File: src/rtl/controlador_acesso_perfil.sv
// Profile/function access controller: permission lookup, timed grant window, lockout.
// Optional macro AUDIT_COUNT_EN adds saturating grant_total_o / deny_total_o counters.
module controlador_acesso_perfil #(
  parameter int                       FUNC_W       = 4,
  parameter logic [(1<<FUNC_W)-1:0]   PERM_MASK_P0 = 16'h000F,
  parameter logic [(1<<FUNC_W)-1:0]   PERM_MASK_P1 = 16'h00FF,
  parameter logic [(1<<FUNC_W)-1:0]   PERM_MASK_P2 = 16'h0F0F,
  parameter logic [(1<<FUNC_W)-1:0]   PERM_MASK_P3 = 16'hFFFF,
  parameter int                       GRANT_CYCLES = 4,
  parameter int                       MAX_FAILS    = 3,
  parameter int                       LOCK_CYCLES  = 8
) (
  input  logic                       clk_i,
  input  logic                       rst_n_i,
  input  logic                       req_i,
  input  logic [1:0]                 perfil_i,
  input  logic [FUNC_W-1:0]          funcao_i,
  input  logic                       release_i,
  output logic                       busy_o,
  output logic                       grant_o,
  output logic [(1<<FUNC_W)-1:0]     func_enable_o,
  output logic                       deny_o,
  output logic                       locked_o,
  output logic [2:0]                 fail_cnt_o
`ifdef AUDIT_COUNT_EN
  ,
  output logic [7:0]                 grant_total_o,
  output logic [7:0]                 deny_total_o
`endif
);

  localparam int N_FUNC  = 1 << FUNC_W;
  localparam int WIN_MAX = (GRANT_CYCLES > LOCK_CYCLES) ? GRANT_CYCLES : LOCK_CYCLES;
  localparam int CNT_W   = (WIN_MAX > 1) ? $clog2(WIN_MAX) : 1;

  localparam logic [CNT_W-1:0] GRANT_LOAD  = CNT_W'(GRANT_CYCLES - 1);
  localparam logic [CNT_W-1:0] LOCK_LOAD   = CNT_W'(LOCK_CYCLES - 1);
  localparam logic [2:0]       MAX_FAILS_C = 3'(MAX_FAILS);

  typedef enum logic [2:0] {
    ST_IDLE  = 3'd0,
    ST_CHECK = 3'd1,
    ST_GRANT = 3'd2,
    ST_DENY  = 3'd3,
    ST_LOCK  = 3'd4
  } state_e;

  state_e              state_q, state_d;
  logic [1:0]          perfil_q, perfil_d;
  logic [FUNC_W-1:0]   funcao_q, funcao_d;
  logic [CNT_W-1:0]    cnt_q, cnt_d;
  logic [2:0]          fail_q, fail_d;
  logic                busy_q, busy_d;
  logic                grant_q, grant_d;
  logic [N_FUNC-1:0]   fe_q, fe_d;
  logic                deny_q, deny_d;
  logic                locked_q, locked_d;

  logic [N_FUNC-1:0]   mask_s;
  logic                allowed_s;
  logic [2:0]          fail_next_s;

  function automatic logic [N_FUNC-1:0] perm_mask(input logic [1:0] p);
    case (p)
      2'd0:    perm_mask = PERM_MASK_P0;
      2'd1:    perm_mask = PERM_MASK_P1;
      2'd2:    perm_mask = PERM_MASK_P2;
      2'd3:    perm_mask = PERM_MASK_P3;
      default: perm_mask = '0;
    endcase
  endfunction

  assign mask_s      = perm_mask(perfil_q);
  assign allowed_s   = mask_s[funcao_q];
  assign fail_next_s = fail_q + 3'd1;

  // Next-state logic; the output registers are loaded from the upcoming state so they align with it.
  always_comb begin
    state_d  = state_q;
    perfil_d = perfil_q;
    funcao_d = funcao_q;
    cnt_d    = cnt_q;
    fail_d   = fail_q;
    case (state_q)
      ST_IDLE: begin
        if (req_i == 1'b1) begin
          state_d  = ST_CHECK;
          perfil_d = perfil_i;
          funcao_d = funcao_i;
        end else begin
          state_d = ST_IDLE;
        end
      end
      ST_CHECK: begin
        // An unknown lookup result fails the equality test and takes the denial path.
        if (allowed_s == 1'b1) begin
          state_d = ST_GRANT;
          fail_d  = 3'd0;
          cnt_d   = GRANT_LOAD;
        end else if (fail_next_s < MAX_FAILS_C) begin
          state_d = ST_DENY;
          fail_d  = fail_next_s;
        end else begin
          state_d = ST_LOCK;
          fail_d  = MAX_FAILS_C;
          cnt_d   = LOCK_LOAD;
        end
      end
      ST_GRANT: begin
        if ((cnt_q == '0) || (release_i == 1'b1)) begin
          state_d = ST_IDLE;
          cnt_d   = '0;
        end else begin
          cnt_d = cnt_q - CNT_W'(1);
        end
      end
      ST_DENY: begin
        state_d = ST_IDLE;
      end
      ST_LOCK: begin
        if (cnt_q == '0) begin
          state_d = ST_IDLE;
          fail_d  = 3'd0;
        end else begin
          cnt_d = cnt_q - CNT_W'(1);
        end
      end
      default: begin
        state_d = ST_IDLE;
        cnt_d   = '0;
      end
    endcase

    busy_d   = (state_d != ST_IDLE);
    grant_d  = (state_d == ST_GRANT);
    deny_d   = (state_d == ST_DENY);
    locked_d = (state_d == ST_LOCK);
    if (state_d == ST_GRANT) begin
      fe_d = N_FUNC'(1) << funcao_d;
    end else begin
      fe_d = '0;
    end
  end

  // State, latched request and registered outputs.
  always_ff @(posedge clk_i) begin
    if (!rst_n_i) begin
      state_q  <= ST_IDLE;
      perfil_q <= 2'd0;
      funcao_q <= '0;
      cnt_q    <= '0;
      fail_q   <= 3'd0;
      busy_q   <= 1'b0;
      grant_q  <= 1'b0;
      fe_q     <= '0;
      deny_q   <= 1'b0;
      locked_q <= 1'b0;
    end else begin
      state_q  <= state_d;
      perfil_q <= perfil_d;
      funcao_q <= funcao_d;
      cnt_q    <= cnt_d;
      fail_q   <= fail_d;
      busy_q   <= busy_d;
      grant_q  <= grant_d;
      fe_q     <= fe_d;
      deny_q   <= deny_d;
      locked_q <= locked_d;
    end
  end

  assign busy_o        = busy_q;
  assign grant_o       = grant_q;
  assign func_enable_o = fe_q;
  assign deny_o        = deny_q;
  assign locked_o      = locked_q;
  assign fail_cnt_o    = fail_q;

`ifdef AUDIT_COUNT_EN
  logic [7:0] grant_total_q, grant_total_d;
  logic [7:0] deny_total_q, deny_total_d;

  // Saturating audit totals, counted on the CHECK decision.
  always_comb begin
    grant_total_d = grant_total_q;
    deny_total_d  = deny_total_q;
    if ((state_q == ST_CHECK) && (state_d == ST_GRANT) && (grant_total_q != 8'hFF)) begin
      grant_total_d = grant_total_q + 8'd1;
    end else begin
      grant_total_d = grant_total_q;
    end
    if ((state_q == ST_CHECK) && ((state_d == ST_DENY) || (state_d == ST_LOCK)) &&
        (deny_total_q != 8'hFF)) begin
      deny_total_d = deny_total_q + 8'd1;
    end else begin
      deny_total_d = deny_total_q;
    end
  end

  // Audit total registers; only reset clears them.
  always_ff @(posedge clk_i) begin
    if (!rst_n_i) begin
      grant_total_q <= 8'd0;
      deny_total_q  <= 8'd0;
    end else begin
      grant_total_q <= grant_total_d;
      deny_total_q  <= deny_total_d;
    end
  end

  assign grant_total_o = grant_total_q;
  assign deny_total_o  = deny_total_q;
`endif

endmodule

File: config.mk
export PLATFORM = sky130hd
export DESIGN_NAME = controlador_acesso_perfil
export DESIGN_NICKNAME = d
export VERILOG_FILES = /design/src/rtl/controlador_acesso_perfil.sv
export SDC_FILE = /design/constraint.sdc
export NUM_CORES = 1
export LEC_CHECK = 0
export ABC_AREA = 1
export CORE_MARGIN = 4
export CORE_UTILIZATION = 40
export DETAILED_ROUTE_END_ITERATION = 10
export MAX_ROUTING_LAYER = met4
export PLACE_DENSITY = 0.65
export SLEW_MARGIN = 40
export SYNTH_ARGS = -nofsm -noshare
export SYNTH_HDL_FRONTEND = slang
export SYNTH_SLANG_ARGS = --single-unit
File: constraint.sdc
create_clock -name clk_i -period 3.9 [get_ports clk_i]
set_clock_uncertainty 0.05 [all_clocks]
set_input_delay 0.78 -clock clk_i [delete_from_list [all_inputs] [get_ports clk_i]]
set_output_delay 0.78 -clock clk_i [all_outputs]
set_load 0.01 [all_outputs]
==> results.md <==
- Clock latency on the worst-skew pair: 330 ps
- Startpoint Class: flip-flop
- CTS tree: done
- DRT iter0 DRCs: 63
- Number of antenna violations at the first check in global routing: 0
- Critical R2R Launch: cnt_q[0]
- IO Pins: 33
- Share of layout cells above drive strength 1: 0.0679
- Pleak: 0.778 nW
- Post-DRT Antenna Nets: 0
- Post-CTS Resized: 0
- Num CTS Buffers: 5
- DR vias: 1,177
- FILL cells: 338
- Global-route wire length before repair: 4.74 mm
- Synth async-reset ratio: 0
- Top FF cell, synth: dfxtp_1
- Max-slew violations: 0
- Worst reg2reg endpoint: func_enable_o[15]
- Largest net degree at the start of global routing: 13
- Reg clk slew, reported paths: 100 ps
- Ant diodes: 0
- M2 GR Usage: 0.254
- CTS Hold Bufs: 0
- Setup TNS: 0 ps
- Area Growth Syn to Fin: 30.1%
- Core Box Area: 3340 sq um
- Hold-critical path depth: 2
- Worst hold path type: flip-flop to flip-flop
- Most numerous cell in the Yosys netlist: nand2_1
- Critical Path AT: 1300 ps
- Vias in the first global route: 1,172
- Grt met3 use: 0.0489
- Status: complete, no violations
- Initial Util: 0.414
- Mean post-synth cell area: 7.56 sq um
- Die area: 4460 sq um
- I/O Buffers: 32
- Post-Syn Nets: 196
- Die height: 66.8 microns
- Top cells by area, synth: dfxtp_1 51%, nand2_1 11%, nor2_1 9.0%
- Largest area contributor in the netlist: dfxtp_1
- Reg-to-reg setup timing slack: 2220 ps
- # H-tree levels: 2
- Congestion Overflow GR: 0
- Gr busiest metal: met2
- Setup bufs post-CTS: 0
- Critical path buffers and inverters: 1
- Final Hold Fails: 0
- Peak VDD IR: 0.261 mV
- Yosys top cell area share: 0.507
- Yosys warnings: 0
- Crit Path Max Fanout: 4
- Post-synthesis register bit count: 35
- Fin crit period: 2130 ps
- CP max stage delay: 570 ps
- Max Clk Rate: 470 MHz
- Mapped Cells: 183
- Worst Path Class, Setup: flip-flop to output port
- Drt drc: 0
- Synthesized cell area: 1380 sq um
- GRT Util Overall: 0.146
- Met1 Use GR: 0.147
- FF/Latch Area: 701 sq um
- Count of final setup violators: 0
- GPL Wtd Cong: 0.870
- Slowest stage cell, crit path: clkdlybuf4s50_1
- Clk sinks: 35
- Multi-input gate area: 551 sq um
- Top delay family on crit path: buffers and inverters
- Via density: 4.41
- Sequential area share after synthesis: 0.507
- Relative slew slack: 0.752
- Maxcap violations: 0
- Num rows: 21
- Hold path start: perfil_q[1]
- Post-Route WL: 2.76 mm
- Crit-path cells: clkdlybuf4s50_1
- Hpwl dp: 2.19 mm
- Reg2Reg Depth: 9
- Pre-CTS WS: 1550 ps
- Hold EP: perfil_q[1]
- Top cells by count, synth: 40 x nand2_1, 35 x dfxtp_1, 33 x nor2_1
- EDFF count, synth: 0
- Routed length per instance: 10.3 microns
- Tightest Pin Transition: 370 ps
- Net count, final: 233
- Data required time of the worst path: 3070 ps
- Final setup margin: 1770 ps
- Root Buffer Master: clkbuf_4
- RSZ-0062 raised after global routing: no
- Pwr dens: 357 nW/um^2
- Iteration count of the initial detailed-routing pass: 4
- Yosys cell types: 18
- CTS max path bufs: 2
- Die W: 66.8 microns
- Crit end category: output port
- Crit share post-route: 0.546
[per-layer routing]
layer  wire length, microns  vias to the layer above
met5                      0                        -
met4                     32                        0
met3                    110                        2
met2                   1380                       21
met1                   1240                      518
li1                       -                      636
[kinds of logic (layout without fill, tap and decap cells)]
kind of cell	after synthesis	count (layout)	synth area share
and+or+nand+nor	96	96	0.312
DFF	35	35	0.507
buffers and inverters	33	71	0.0950
AOI/OAI and AO/OA	16	16	0.0588
adders and majority gates	3	3	0.0272
[cells in the final DEF (no fill, tap or decap), types with 3 or more instances in the layout]
| cell | synthesis | routed |
|---|---|---|
| o21ai_0 | 4 | 4 |
| inv_1 | 29 | 29 |
| ha_1 | 3 | 3 |
| o21ai_1 | 3 | 3 |
| nand3_1 | 16 | 16 |
| a21oi_1 | 8 | 8 |
| clkdlybuf4s50_1 | 0 | 32 |
| dfxtp_1 | 35 | 35 |
| nand2_1 | 40 | 40 |
| nor2_1 | 33 | 33 |
| clkbuf_4 | 0 | 5 |
[cell type report]
type | instances | share of cell area
clock buffers | 6 | 0.0229
clock inverters | 2 | 0.00695
inverters | 31 | 0.0647
multi-input cells | 115 | 0.306
flip-flops and latches | 35 | 0.389
well taps | 46 | 0.0320
repair buffers | 32 | 0.178
[worst max-delay path by stage]
stage | from | end | slack (ps) | cells past startpoint
2_1_floorplan | req_i | func_enable_o[0] | 2210 | 6
6_report | fail_cnt_o[0] | fail_cnt_o[0] | 1770 | 1
5_1_grt | fail_cnt_o[0] | fail_cnt_o[0] | 1710 | 1
3_3_place_gp | req_i | func_enable_o[2] | 1570 | 6
3_5_place_dp | req_i | func_enable_o[9] | 1550 | 7
4_1_cts | fail_cnt_o[0] | fail_cnt_o[0] | 1740 | 1
[report_power, final]
group          switching [mW]  internal (mW)  leakage (nW)  total [mW]
clock                   0.115         0.0695        0.0282       0.185
sequential            0.00456          0.368         0.284       0.372
combinational          0.0523         0.0322         0.466      0.0845
total                   0.172          0.470         0.778       0.642
[worst reg2reg max path: stages, from the launching register on]
cell     delay (ps)
dfxtp_1         340
inv_1            80
ha_1            200
inv_1            50
nor2_1           70
nor2_1          210
nand3_1         110
nand2_1         200
nand4_4         180
nor2_1          130
[flip-flops by register name, indices dropped and copies added, names as in the netlist]
register / cells
deny_o: 1
func_enable_o: 16
locked_o: 1
perfil_q: 2
cnt_q: 3
funcao_q: 4
busy_o: 1
grant_o: 1
state_q: 3
fail_cnt_o: 3
[per-stage QoR]
stage               hold WS (ps)  cells   util  area [sq um]  total power [mW]
floorplan                    379    183      -          1380             0.439
global placement             393    259  0.523          1750             0.465
detailed placement           406    259  0.523          1750             0.466
CTS                          421    267  0.539          1800             0.654
global route                 456    267  0.539          1800             0.682
finish                       417    267  0.539          1800             0.642
(Power assumes the default switching activity.)
